## config.mk

```make
export PLATFORM = sky130hd
export DESIGN_NAME = contador_param_flat
export DESIGN_NICKNAME = d
export VERILOG_FILES = /design/src/rtl/contador_pkg.sv /design/src/rtl/contador_param_if.sv /design/src/rtl/contador_param_prescaler_tick.sv /design/src/rtl/contador_param.sv /design/src/flat_wrapper.sv
export SDC_FILE = /design/constraint.sdc
export NUM_CORES = 1
export LEC_CHECK = 0
export ABC_AREA = 1
export BUFFER_PORTS_ARGS = -buffer_cell sky130_fd_sc_hd__buf_2
export CORE_UTILIZATION = 30
export DETAILED_ROUTE_END_ITERATION = 10
export MAX_ROUTING_LAYER = met4
export PLACE_DENSITY = 0.58
export REMOVE_ABC_BUFFERS = 1
export SYNTH_ARGS = -nofsm -noshare
export SYNTH_HDL_FRONTEND = slang
export SYNTH_SLANG_ARGS = --single-unit
```

## constraint.sdc

```tcl
create_clock -name clock -period 1.27 [get_ports clock]
set_input_delay 0.381 -clock clock [delete_from_list [all_inputs] [get_ports clock]]
set_output_delay 0.381 -clock clock [all_outputs]
set_load 0.005 [all_outputs]
```

## src/rtl/contador_pkg.sv

```systemverilog
// Shared constants and helpers for the parametrised event/timing counter.
package contador_pkg;

  localparam bit MODE_WRAP = 1'b0;
  localparam bit MODE_SAT  = 1'b1;
  localparam bit DIR_UP    = 1'b1;
  localparam bit DIR_DOWN  = 1'b0;

  function automatic int clog2(input int value);
    int result;
    result = 0;
    while ((32'sd1 << result) < value) begin
      result = result + 32'sd1;
    end
    return result;
  endfunction

endpackage

```

## src/rtl/contador_param_if.sv

```systemverilog
// Control/status bundle between the counter and its user.
interface contador_param_if #(
  parameter int WIDTH = 4
) ();

  logic             enable;
  logic             up_down;
  logic             clear;
  logic             load;
  logic [WIDTH-1:0] load_value;
  logic [WIDTH-1:0] cont;
  logic             terminal;
  logic             wrap_pulse;
  logic             step;

  modport master (
    output enable, up_down, clear, load, load_value,
    input  cont, terminal, wrap_pulse, step
  );

  modport slave (
    input  enable, up_down, clear, load, load_value,
    output cont, terminal, wrap_pulse, step
  );

endinterface

```

## src/rtl/contador_param_prescaler_tick.sv

```systemverilog
// Enable prescaler: emits a tick on every PRESCALE-th enabled cycle.
module prescaler_tick
  import contador_pkg::*;
#(
  parameter int PRESCALE = 1
) (
  input  logic clock,
  input  logic reset_n,
  input  logic enable,
  input  logic clear,
  output logic tick
);

  localparam int PW = (clog2(PRESCALE) < 1) ? 1 : clog2(PRESCALE);
  localparam logic [PW-1:0] P_LAST = PW'(PRESCALE - 1);

  if (PRESCALE < 1) begin : g_bad_prescale
    $fatal(1, "prescaler_tick: PRESCALE must be >= 1");
  end

  logic [PW-1:0] p_q;
  logic [PW-1:0] p_d;

  // Phase is frozen while enable is low so a paused count resumes mid-period.
  always_comb begin
    p_d = p_q;
    if (clear) begin
      p_d = '0;
    end else if (enable) begin
      if (p_q == P_LAST) begin
        p_d = '0;
      end else begin
        p_d = p_q + PW'(1'b1);
      end
    end else begin
      p_d = p_q;
    end
  end

  // Phase register.
  always_ff @(posedge clock or negedge reset_n) begin
    if (!reset_n) begin
      p_q <= '0;
    end else begin
      p_q <= p_d;
    end
  end

  assign tick = enable && (p_q == P_LAST);

endmodule

```

## src/rtl/contador_param.sv

```systemverilog
// Parametrised up/down event counter with clear, clamped load, prescaled
// enable, wrap or saturate at the range ends, terminal flag and wrap pulse.
module contador_param
  import contador_pkg::*;
#(
  parameter int WIDTH    = 4,
  parameter int MODULO   = 16,
  parameter bit SATURATE = 1'b0,
  parameter int PRESCALE = 1
) (
  input  logic              clock,
  input  logic              reset_n,
  contador_param_if.slave   bus
);

  if ((WIDTH < 1) || (WIDTH > 30)) begin : g_bad_width
    $fatal(1, "contador_param: WIDTH out of range");
  end
  if ((MODULO < 2) || (MODULO > (32'sd1 << WIDTH))) begin : g_bad_modulo
    $fatal(1, "contador_param: MODULO must satisfy 2 <= MODULO <= 2**WIDTH");
  end
  if (PRESCALE < 1) begin : g_bad_prescale
    $fatal(1, "contador_param: PRESCALE must be >= 1");
  end

  // One spare bit keeps MODULO-1 and +/-1 exact even when MODULO == 2**WIDTH.
  localparam logic [WIDTH:0]   TOP_EXT = (WIDTH + 1)'(MODULO - 1);
  localparam logic [WIDTH:0]   ONE_EXT = {{WIDTH{1'b0}}, 1'b1};
  localparam logic [WIDTH-1:0] TOP_VAL = TOP_EXT[WIDTH-1:0];

  logic [WIDTH-1:0] cont_q;
  logic [WIDTH-1:0] cont_d;
  logic             wrap_q;
  logic             wrap_d;

  logic             tick_s;
  logic             step_s;
  logic             at_top_s;
  logic             at_bot_s;
  logic [WIDTH:0]   cont_ext_s;
  logic [WIDTH:0]   nxt_ext_s;

  prescaler_tick #(
    .PRESCALE (PRESCALE)
  ) u_prescaler (
    .clock   (clock),
    .reset_n (reset_n),
    .enable  (bus.enable),
    .clear   (bus.clear | bus.load),
    .tick    (tick_s)
  );

  assign step_s     = bus.enable && tick_s;
  assign cont_ext_s = {1'b0, cont_q};
  assign at_top_s   = (cont_ext_s == TOP_EXT);
  assign at_bot_s   = (cont_q == '0);

  // Next count: clear > load > step > hold; the final compare clamps loads
  // and guarantees the count never leaves 0..MODULO-1.
  always_comb begin
    nxt_ext_s = cont_ext_s;
    wrap_d    = 1'b0;
    if (bus.clear) begin
      nxt_ext_s = '0;
    end else if (bus.load) begin
      nxt_ext_s = {1'b0, bus.load_value};
    end else if (step_s) begin
      if (bus.up_down == DIR_UP) begin
        if (!at_top_s) begin
          nxt_ext_s = cont_ext_s + ONE_EXT;
        end else if (SATURATE == MODE_SAT) begin
          nxt_ext_s = cont_ext_s;
        end else begin
          nxt_ext_s = '0;
          wrap_d    = 1'b1;
        end
      end else begin
        if (!at_bot_s) begin
          nxt_ext_s = cont_ext_s - ONE_EXT;
        end else if (SATURATE == MODE_SAT) begin
          nxt_ext_s = cont_ext_s;
        end else begin
          nxt_ext_s = TOP_EXT;
          wrap_d    = 1'b1;
        end
      end
    end else begin
      nxt_ext_s = cont_ext_s;
    end

    if (nxt_ext_s > TOP_EXT) begin
      cont_d = TOP_VAL;
    end else begin
      cont_d = nxt_ext_s[WIDTH-1:0];
    end
  end

  // Count and wrap-pulse registers.
  always_ff @(posedge clock or negedge reset_n) begin
    if (!reset_n) begin
      cont_q <= '0;
      wrap_q <= 1'b0;
    end else begin
      cont_q <= cont_d;
      wrap_q <= wrap_d;
    end
  end

  assign bus.cont       = cont_q;
  assign bus.wrap_pulse = wrap_q;
  assign bus.step       = step_s;
  assign bus.terminal   = (bus.up_down == DIR_UP) ? at_top_s : at_bot_s;

endmodule

```

## src/flat_wrapper.sv

```systemverilog
// flat-port wrapper written by rule: the top's interface ports become plain ports
module contador_param_flat import contador_pkg::*;
#(
  parameter int WIDTH    = 4,
  parameter int MODULO   = 16,
  parameter bit SATURATE = 1'b0,
  parameter int PRESCALE = 1
)
  (clock, reset_n, bus_enable, bus_up_down, bus_clear, bus_load, bus_load_value, bus_cont, bus_terminal, bus_wrap_pulse, bus_step);
  contador_param_if #(.WIDTH(WIDTH)) bus_i ();
  input  logic clock;
  input  logic reset_n;
  input wire logic [$bits(bus_i.enable)-1:0] bus_enable;
  input wire logic [$bits(bus_i.up_down)-1:0] bus_up_down;
  input wire logic [$bits(bus_i.clear)-1:0] bus_clear;
  input wire logic [$bits(bus_i.load)-1:0] bus_load;
  input wire logic [$bits(bus_i.load_value)-1:0] bus_load_value;
  output wire logic [$bits(bus_i.cont)-1:0] bus_cont;
  output wire logic [$bits(bus_i.terminal)-1:0] bus_terminal;
  output wire logic [$bits(bus_i.wrap_pulse)-1:0] bus_wrap_pulse;
  output wire logic [$bits(bus_i.step)-1:0] bus_step;
  assign bus_i.enable = bus_enable;
  assign bus_i.up_down = bus_up_down;
  assign bus_i.clear = bus_clear;
  assign bus_i.load = bus_load;
  assign bus_i.load_value = bus_load_value;
  assign bus_cont = bus_i.cont;
  assign bus_terminal = bus_i.terminal;
  assign bus_wrap_pulse = bus_i.wrap_pulse;
  assign bus_step = bus_i.step;
  contador_param #(.WIDTH(WIDTH), .MODULO(MODULO), .SATURATE(SATURATE), .PRESCALE(PRESCALE)) u_core (.clock(clock), .reset_n(reset_n), .bus(bus_i));
endmodule
```

==> run metrics <==
status=finished with violations; violated checks=negative setup slack; relative slew slack=0.852; Post-synth EDFFs=0; Core Footprint=1170 um^2; CTS sink cnt=5; max_cap viols=0; initial antenna violation count=0; Final Cycle Share=1.29; DPL Wire Length=858 um; maximum vdd drop=0.471 mV; Setup Viol. Count Final=7; post-route cell area=798 um^2; CP endpoint kind=primary output; Die Ht=38.4 um; die area=1470 um^2; most frequent cell after synthesis=nand2_1; Post-synth ARST share=1.00; Die W=38.4 um; Worst setup SP type=flip-flop; first-pass GRT wire length=2060 um; GRT Overall Usage=0.219; required time worst endpoint=0.89 ns; TritonCTS buffer count=3; final setup margin=-0.368 ns; clk_lat worst skew=0.24 ns; Crit Path Max Fanout=4; H-tree depth=1; cell count after synthesis=60; Initial Util=0.339; Core Util, Final=0.682; area grow syn2layout=101%; fmax=0.611 GHz; First-pass DRT Iterations=4; Critical Path AT=1.26 ns; Pins Over Slew Limit=0; Placement Setup Slack=-0.197 ns; CTS clk-pin slew, worst paths=0.04 ns; port bufs=16; placed inst area=599 um^2; min-delay worst type=primary input to flip-flop; #FFs+latches synth=5; Initial DRC Count=5; Synth area leaders=dfrtp_1 (32%), nand2_1 (11%), nor2_1 (9.5%), inv_1 (8.5%), ha_1 (6.3%); Yosys warning count=0; vias=513; crit path time final=1.64 ns; clk buf depth=2; Ant. Diodes=0; ys flop type=dfrtp_1; clk_skew=0.000966 ns; vias per cell=4.54; gr ovfl total=0; Worst Max-Slew Pin Slew=0.219 ns; area leader, netlist=dfrtp_1; Total Routed Length=1280 um; final-report hold violation count=0; largest net degree at the start of global routing=8; library cells used by synthesis=16; number of global-route vias before repair=505; DR WL/cell=11.4 um; Synth top cells by count=nand2_1 (12), nor2_1 (10), inv_1 (9); CP Class=flip-flop to primary output; Antenna Nets Post-Route=0; share of cells above drive strength 1=0.596; RSZ-0062 raised after global routing=yes; CTS root buf=clkbuf_4; Post-route DRC=0; CTS tree=done; Final nets=112; Cell Area, Synth=397 um^2; RD Place Congestion=0.784; syn avg cell area=6.61 um^2; post-synthesis sequential area ratio=0.315; Synth top area share=0.315; row count=12; PwrDens=779 nW/um^2; LEAKAGE=0.000427 uW; num ports=17
-- cell usage in the layout (no fill, tap or decap), types with 4 or more instances in the layout --
master    n
inv_1     7
nand3_2   4
dfrtp_1   4
buf_4    13
buf_2    13
nand2_1   8
nor2_1    9
buf_6     9
nand2_2   4
-- critical path, cell delays in order, from the launching register on --
cell and delay (ns):
dfrtp_1 0.41, ha_2 0.21, nand2_4 0.08, nor2_4 0.05, nor2b_4 0.11, inv_1 0.04, buf_2 0.11
-- sequential cells by signal, indices dropped and copies added, names as in the netlist --
register and flops:
u_core.bus.cont 4, u_core.bus.wrap_pulse 1
-- per-layer routing --
metal  share of wire  vias to the layer above  GRT usage  routed length (um)
li1                -                      267          -                   -
met1            0.42                      224      0.248                 535
met2            0.54                       20      0.377                 689
met3           0.030                        2     0.0174                  39
met4           0.015                        0      0.129                  19
met5               0                        -          -                   0
-- per-stage QoR --
stage	std cells	TNS (ns)	power (uW)	hold WS (ns)
after floorplan	59	-0.153	260	0.0854
after detailed placement	104	-0.254	361	0.201
final	113	-0.803	622	0.347
after CTS	113	-0.809	606	0.321
after global placement	104	-0.153	358	0.200
after global routing	113	-1.30	669	0.346
-- cell type report --
cell class                 instances  area [um^2]
fill                              96          373
multi-input combinational         45          320
timing repair buffer              36          274
sequential                         5          126
inverter                           9         33.8
clock buffer                       4         26.3
tap                               14         17.5
-- worst paths after layout --
check	startpoint	endpoint	slack [ns]	cells after the start
setup / recovery	u_core.bus.cont[1]$_DFF_PN0_	bus_terminal	-0.37	6
hold / removal	bus_clear	u_core.bus.wrap_pulse$_DFF_PN0_	0.35	2
setup reg to reg	u_core.bus.cont[1]$_DFF_PN0_	u_core.bus.cont[2]$_DFF_PN0_	-0.22	11
hold reg to reg	u_core.bus.cont[2]$_DFF_PN0_	u_core.bus.cont[3]$_DFF_PN0_	0.74	5
max in group asynchronous	reset_n	u_core.bus.cont[3]$_DFF_PN0_	0.59	2
min in group asynchronous	reset_n	u_core.bus.cont[2]$_DFF_PN0_	0.53	2
-- repair_timing --
item	4_1_cts	5_1_grt
hold endpoints to repair	5	0
hold buffers	1	0
setup buffers	5	2
pin swaps	4	13
endpoints found under the setup margin	7	10
gates resized for setup	22	14
-- kinds of logic after synthesis --
| logic type | count (synthesis) | share of synthesized area |
|---|---|---|
| adder cells (fa/ha/maj) | 2 | 0.0631 |
| flip-flops | 5 | 0.315 |
| AO/OA/AOI/OAI | 10 | 0.126 |
| XOR/XNOR | 1 | 0.0221 |
| buffers and inverters | 10 | 0.104 |
| AND/OR/NAND/NOR | 32 | 0.369 |
-- power breakdown --
part | leakage [uW] | switching [uW] | total (uW) | internal, uW
Sequential | 0.0000638 | 12.7 | 184 | 171
Combinational | 0.000348 | 118 | 257 | 139
Clock | 0.0000150 | 62.5 | 181 | 119
Total | 0.000427 | 193 | 622 | 429
Power figures use the tool's default switching activity.
